File: src/rtl/sys_timer.sv
// sys_timer: 64-bit cycle/time/instret counters with CSR read mux and write port.
// Optional define SYS_TIMER_SNAPSHOT_EN adds per-counter high-half shadows.
module sys_timer #(
  parameter int unsigned TIME_DIV = 1,
  parameter int unsigned DIV_W    = 16
) (
  input  logic        clk,
  input  logic        reset,
  input  logic [1:0]  timer,
  input  logic        upper,
  output logic [31:0] data,
  input  logic        instr_retired,
  input  logic        halt,
  input  logic        wr_en,
  input  logic [1:0]  wr_timer,
  input  logic        wr_upper,
  input  logic [31:0] wr_data
);

  localparam logic [DIV_W-1:0] DIV_MAX = DIV_W'(TIME_DIV - 1);

  logic [63:0]      cnt_q [3];
  logic [63:0]      cnt_d [3];
  logic [DIV_W-1:0] div_q;
  logic [DIV_W-1:0] div_d;
  logic [2:0]       inc;
  logic [2:0]       hit;
  logic             tick;
  logic [31:0]      rd_lo;
  logic [31:0]      rd_hi;

  // Counter next-state: a write to a half beats that counter's increment
  always_comb begin
    tick = (div_q == DIV_MAX);
    inc  = {instr_retired & ~halt, tick, ~halt};
    for (int i = 0; i < 3; i++) begin
      hit[i]   = wr_en && (wr_timer == 2'(i));
      cnt_d[i] = cnt_q[i] + {63'd0, inc[i]};
      if (hit[i]) begin
        cnt_d[i] = cnt_q[i];
        if (wr_upper) begin
          cnt_d[i][63:32] = wr_data;
        end else begin
          cnt_d[i][31:0] = wr_data;
        end
      end
    end
    div_d = (tick || hit[1]) ? '0 : div_q + DIV_W'(1);
  end

  // Counter and prescaler registers
  always_ff @(posedge clk or posedge reset) begin
    if (reset) begin
      for (int i = 0; i < 3; i++) begin
        cnt_q[i] <= '0;
      end
      div_q <= '0;
    end else begin
      for (int i = 0; i < 3; i++) begin
        cnt_q[i] <= cnt_d[i];
      end
      div_q <= div_d;
    end
  end

`ifdef SYS_TIMER_SNAPSHOT_EN
  logic [31:0] shd_q [3];
  logic [31:0] shd_d [3];
  logic        pc_q;
  logic        pc_d;
  logic [1:0]  pt_q;
  logic        cap;

  // Shadow update: capture high half on the first low-half read of a counter
  always_comb begin
    pc_d = (timer != 2'd3) && !upper;
    cap  = pc_d && !(pc_q && (pt_q == timer));
    for (int i = 0; i < 3; i++) begin
      shd_d[i] = shd_q[i];
      if (cap && (timer == 2'(i))) begin
        shd_d[i] = cnt_q[i][63:32];
      end
      if (hit[i]) begin
        shd_d[i] = cnt_d[i][63:32];
      end
    end
  end

  // Shadow and previous-select registers
  always_ff @(posedge clk or posedge reset) begin
    if (reset) begin
      for (int i = 0; i < 3; i++) begin
        shd_q[i] <= '0;
      end
      pc_q <= 1'b0;
      pt_q <= 2'd0;
    end else begin
      for (int i = 0; i < 3; i++) begin
        shd_q[i] <= shd_d[i];
      end
      pc_q <= pc_d;
      pt_q <= timer;
    end
  end
`endif

  // Zero-latency read mux; reserved select reads as zero
  always_comb begin
    rd_lo = '0;
    rd_hi = '0;
    case (timer)
      2'd0: begin
        rd_lo = cnt_q[0][31:0];
`ifdef SYS_TIMER_SNAPSHOT_EN
        rd_hi = shd_q[0];
`else
        rd_hi = cnt_q[0][63:32];
`endif
      end
      2'd1: begin
        rd_lo = cnt_q[1][31:0];
`ifdef SYS_TIMER_SNAPSHOT_EN
        rd_hi = shd_q[1];
`else
        rd_hi = cnt_q[1][63:32];
`endif
      end
      2'd2: begin
        rd_lo = cnt_q[2][31:0];
`ifdef SYS_TIMER_SNAPSHOT_EN
        rd_hi = shd_q[2];
`else
        rd_hi = cnt_q[2][63:32];
`endif
      end
      default: begin
        rd_lo = '0;
        rd_hi = '0;
      end
    endcase
    data = upper ? rd_hi : rd_lo;
  end

endmodule

File: config.mk
export PLATFORM = sky130hd
export DESIGN_NAME = sys_timer
export DESIGN_NICKNAME = d
export VERILOG_FILES = /design/src/rtl/sys_timer.sv
export SDC_FILE = /design/constraint.sdc
export NUM_CORES = 1
export LEC_CHECK = 0
export ABC_AREA = 0
export BUFFER_PORTS_ARGS = -buffer_cell sky130_fd_sc_hd__buf_2
export CELL_PAD_IN_SITES_DETAIL_PLACEMENT = 1
export CELL_PAD_IN_SITES_GLOBAL_PLACEMENT = 2
export CORE_AREA = 2 2 199 221
export DETAILED_ROUTE_END_ITERATION = 12
export DIE_AREA = 0 0 201 223
export GPL_ROUTABILITY_DRIVEN = 0
export PLACE_DENSITY_LB_ADDON = 0.1
export RECOVER_POWER = 25
export SLEW_MARGIN = 10
export SYNTH_ARGS = -nofsm -noshare
export SYNTH_HDL_FRONTEND = slang
export SYNTH_SLANG_ARGS = --single-unit
File: constraint.sdc
create_clock -name clk -period 8.27 [get_ports clk]
set_input_delay 0.827 -clock clk [delete_from_list [all_inputs] [get_ports clk]]
set_output_delay 0.827 -clock clk [all_outputs]
set_load 0.1 [all_outputs]
# After elaboration in Yosys (flattened, before gate mapping)
# Index checks and enable logic that the tools add are counted.
[classes]
addsub = 4
n_mul = 0
n_div = 0
order_cmp = 0
eq_ne = 10
n_shift = 0
n_mux = 9
bitwise_logic = 2
reduce_logical = 7
[ops]
columns = ["op", "n"]
rows = [
  ["64-bit by 1-bit adder with 64-bit output", 3],
  ["64-bit 2-to-1 mux", 3],
  ["32-bit one-hot mux with 3 select lines", 2],
  ["32-bit 2-to-1 mux", 3],
  ["16-bit by 1-bit adder with 16-bit output (second input constant)", 1],
  ["16-bit logical NOT", 1],
  ["16-bit 2-to-1 mux", 1],
  ["2-bit inequality test (second input constant)", 6],
  ["2-bit by 1-bit equality test with 1-bit output (second input constant)", 2],
  ["2-bit equality test (second input constant)", 2],
  ["2-bit logical NOT", 2],
  ["1-bit logical AND", 3],
  ["1-bit AND", 1],
  ["1-bit logical OR", 1],
  ["1-bit inverter", 1],
]
[totals]
register_bits = 208
latch_bits = 0
ram_bits = 0
mem_bits_ro = 0
in_bits = 43
output_inout_bits = 32
word_cells = 39
n_memories = 0

# Depth between registers and ports, before layout
[logic_depth]
ltp_word = 4
mapped_depth = 13

# Least setup slack after synthesis
# No wires, ideal clock.
[synth_timing]
path_type = "in2out"
start = "input port timer[1]"
end = "output port data[25]"
arrival_ns = 3.588
path_slack_ns = 3.855
cell_stages = 7
n_path_buf = 3
cell_sequence = "clkbuf_1 clkbuf_1 buf_1 mux2i_1 nor2_1 a21oi_1 a21oi_1"
[synth_via]
elab_chain_cells = 3
elab_cells_between_ends = 6
classes_between = "eq/ne (2); mux (3); reduce/logical (1)"
[synth_rtl]
columns = ["item", "line", "text"]
rows = [
  ["from (decl)", "9", "input logic [1:0] timer,"],
  ["2-bit equality test, or another cell as far along", "111", "case (timer)"],
  ["32-bit one-hot mux with 3 select lines", "111", ""],
  ["32-bit 2-to-1 mux (*)", "141", "data = upper ? rd_hi : rd_lo;"],
  ["to (decl)", "11", "output logic [31:0] data,"],
]
# Mark *: on every way between the ends. The rest lies on a longest branch, timed or not.

==> key figures <==
STA
  • Final Max Tran Viols: 143
  • Final-report setup violation count: 0
  • Least-Margin Pin Slew: 5.25 ns
  • Unrepaired setup endpoints after global routing: no
  • Final hold violations: 0
  • Slew headroom: -252%
  • Clock Skew: 0.0129 ns
  • TNS Setup: 0 ns
  • Fin crit share: 53.4%
  • FMAX: 227 MHz
  • Final min period: 4.41 ns

Setup path
  • Top Family by Delay on Critical Path: buffers and inverters
  • Worst EP required: 8.86 ns
  • Setup crit end kind: async pin
  • Crit path launch type: primary input
  • Worst path slowest cell: clkinvlp_2
  • Worst EP arrival: 5.00 ns
  • Crit path kind: primary input to async pin
  • CP bufs+invs: 3
  • Crit. path cell count: 3
  • Crit path largest cell delay: 2.86 ns
  • Crit-path cells: buf_2 -> clkinvlp_2 -> buf_4
  • FF-to-FF path depth: 12
  • Crit-path max FO: 102

Place
  • # placed instances: 2576
  • HPWL after detailed placement: 56400 um
  • IO Port Bufs: 74

Layout
  • Fin cells: 2624
  • Area grow syn2layout: 10.7%
  • Layout Utilization: 40.4%
  • Filler instances: 5309
  • Nets@finish: 2083
  • Layout cell share with drive strength beyond 1: 10.0%
  • Number of diodes: 0
  • Commonest non-fill, non-tap cells in the layout: nor2_1 (293), dfrtp_1 (208), a21oi_1 (172), nand2_1 (160), o21ai_0 (124)
  • Most common cell after layout, fill and taps aside: nor2_1

Global route
  • Largest net degree at the start of global routing: 103
  • First-pass GRT wire length: 117000 um
  • Initial antenna violation count: 2
  • GRT Total Usage: 34.4%
  • Number of global-route vias before repair: 17500
  • GR Overflow Total: 0

Logic synthesis
  • Cell count after synthesis: 2047
  • Synth Flop Type: dfrtp_1
  • Yosys warns: 0
  • #FFs+latches synth: 208
  • Asr flop ratio synth: 100%
  • Syn nets: 2098
  • Post-synth EDFFs: 0
  • Post-synthesis sequential area ratio: 33.4%
  • Mean post-synth cell area: 7.61 um2
  • Mapped Area: 0.0156 mm2
  • Yosys cell types: 81

Routing
  • Final wirelength: 77900 um
  • First DRT Iteration DRCs: 1773
  • DRT met1 WL: 33500 um
  • Vias post-DR: 17500
  • DR WL/cell: 29.7 um
  • Max Used Layer: met5
  • WL met3: 4750 um
  • Drt first pass iters: 7
  • DRC: 0
  • Met2 wire length: 36300 um
  • Via density: 6.66
  • Post-DRT Antenna Nets: 0

Flow run
  • Max-cap violations: 2

Die
  • Die Span X: 201 um
  • Chip height: 223 um
  • # rows: 80
  • I/O pin total: 75
  • Initial core utilization: 36.5%
  • Core ar.: 0.0427 mm2
  • Die area: 0.0448 mm2

Status
  • Failing checks: capacitance limit, slew limit
  • Outcome: finished with violations

Min path
  • Hold path depth: 1
  • Worst Hold Class: flip-flop to flip-flop

Clock tree
  • Setup bufs post-CTS: 0
  • Clock Latency Late Sink: 0.57 ns
  • CTS tree: yes
  • CTS root buf: clkbuf_16
  • CTS buffer count: 28
  • Hold_buf cts: 0
  • Clk buf depth: 3
  • CTS Sinks: 208
  • Clock Pin Slew Worst Setup and Hold Paths: 0.06 ns
  • H-tree levels: 1
  • Resize count post-CTS: 0

Power and ir drop
  • PD cells: 233 mW/mm2
  • Max IR drop VDD: 0.152 mV
  • Leakage dissipation: 0.00659 uW
flip-flops by register name, indices dropped and copies added (netlist names):
name	cells
cnt_q	192
div_q	16
worst paths after layout:
path                                start         end  slack, ns
worst min-delay path            cnt_q[15]   cnt_q[16]       0.54
worst max register to register   div_q[0]  cnt_q[108]       4.42
max in group clk                 timer[0]     data[0]       3.94
worst min register to register  cnt_q[15]   cnt_q[16]       0.54
min in group asynchronous           reset   cnt_q[64]       1.83
worst max-delay path                reset  cnt_q[191]       3.86
area by class of cell:
class	count	area, um2	area share (%)
clock buffers	42	875	5.07
clock inverters	6	55.1	0.319
inverters	54	204	1.18
multi-input cells	1634	9590	55.6
flip-flops and latches	208	5200	30.2
well taps	574	718	4.16
repair buffers	106	609	3.53
synth_stat cells, drive strengths merged (38+ instances only):
cell | number | area share [%]
nor2 | 294 | 7.1
dfrtp | 208 | 33
a21oi | 172 | 5.5
nand2 | 160 | 3.9
o21ai | 125 | 4.0
clkbuf | 122 | 3.0
nand3 | 122 | 4.0
nor3 | 88 | 3.0
nand4 | 85 | 3.9
mux2i | 67 | 4.3
nor4 | 63 | 3.0
inv | 53 | 1.3
a211oi | 49 | 2.4
and3 | 38 | 1.5
cell families after synthesis:
| logic type | share of synthesized area [%] |
|---|---|
| simple gates | 33.6 |
| compound gates | 21.9 |
| flops | 33.4 |
| buf+inv | 5.17 |
| mux | 4.59 |
| xor+xnor | 0.675 |
| fa+ha+maj | 0.642 |
power by group:
| group | internal [uW] | switching, uW |
|---|---|---|
| registers | 1210 | 429 |
| logic | 334 | 772 |
| clock network | 751 | 515 |
| total | 2300 | 1720 |
per-layer routing:
metal | GRT usage [%] | vias up
met1 | 46.4 | 8974
met5 | 0 | -
met2 | 56.8 | 643
li1 | - | 7657
met3 | 3.53 | 187
met4 | 13.7 | 2
stage by stage:
stage	setup slack (ns)	area [um2]	total power, uW	hold WS (ns)
after detailed placement	4.03	16300	2730	0.519
after CTS	4.02	17300	4000	0.455
after floorplan	1.76	15600	2290	0.470
after global routing	3.16	17300	4200	0.535
after global placement	4.03	16300	2700	0.521
final	3.86	17300	4010	0.544
No activity file was read; power rests on OpenSTA's default activity.
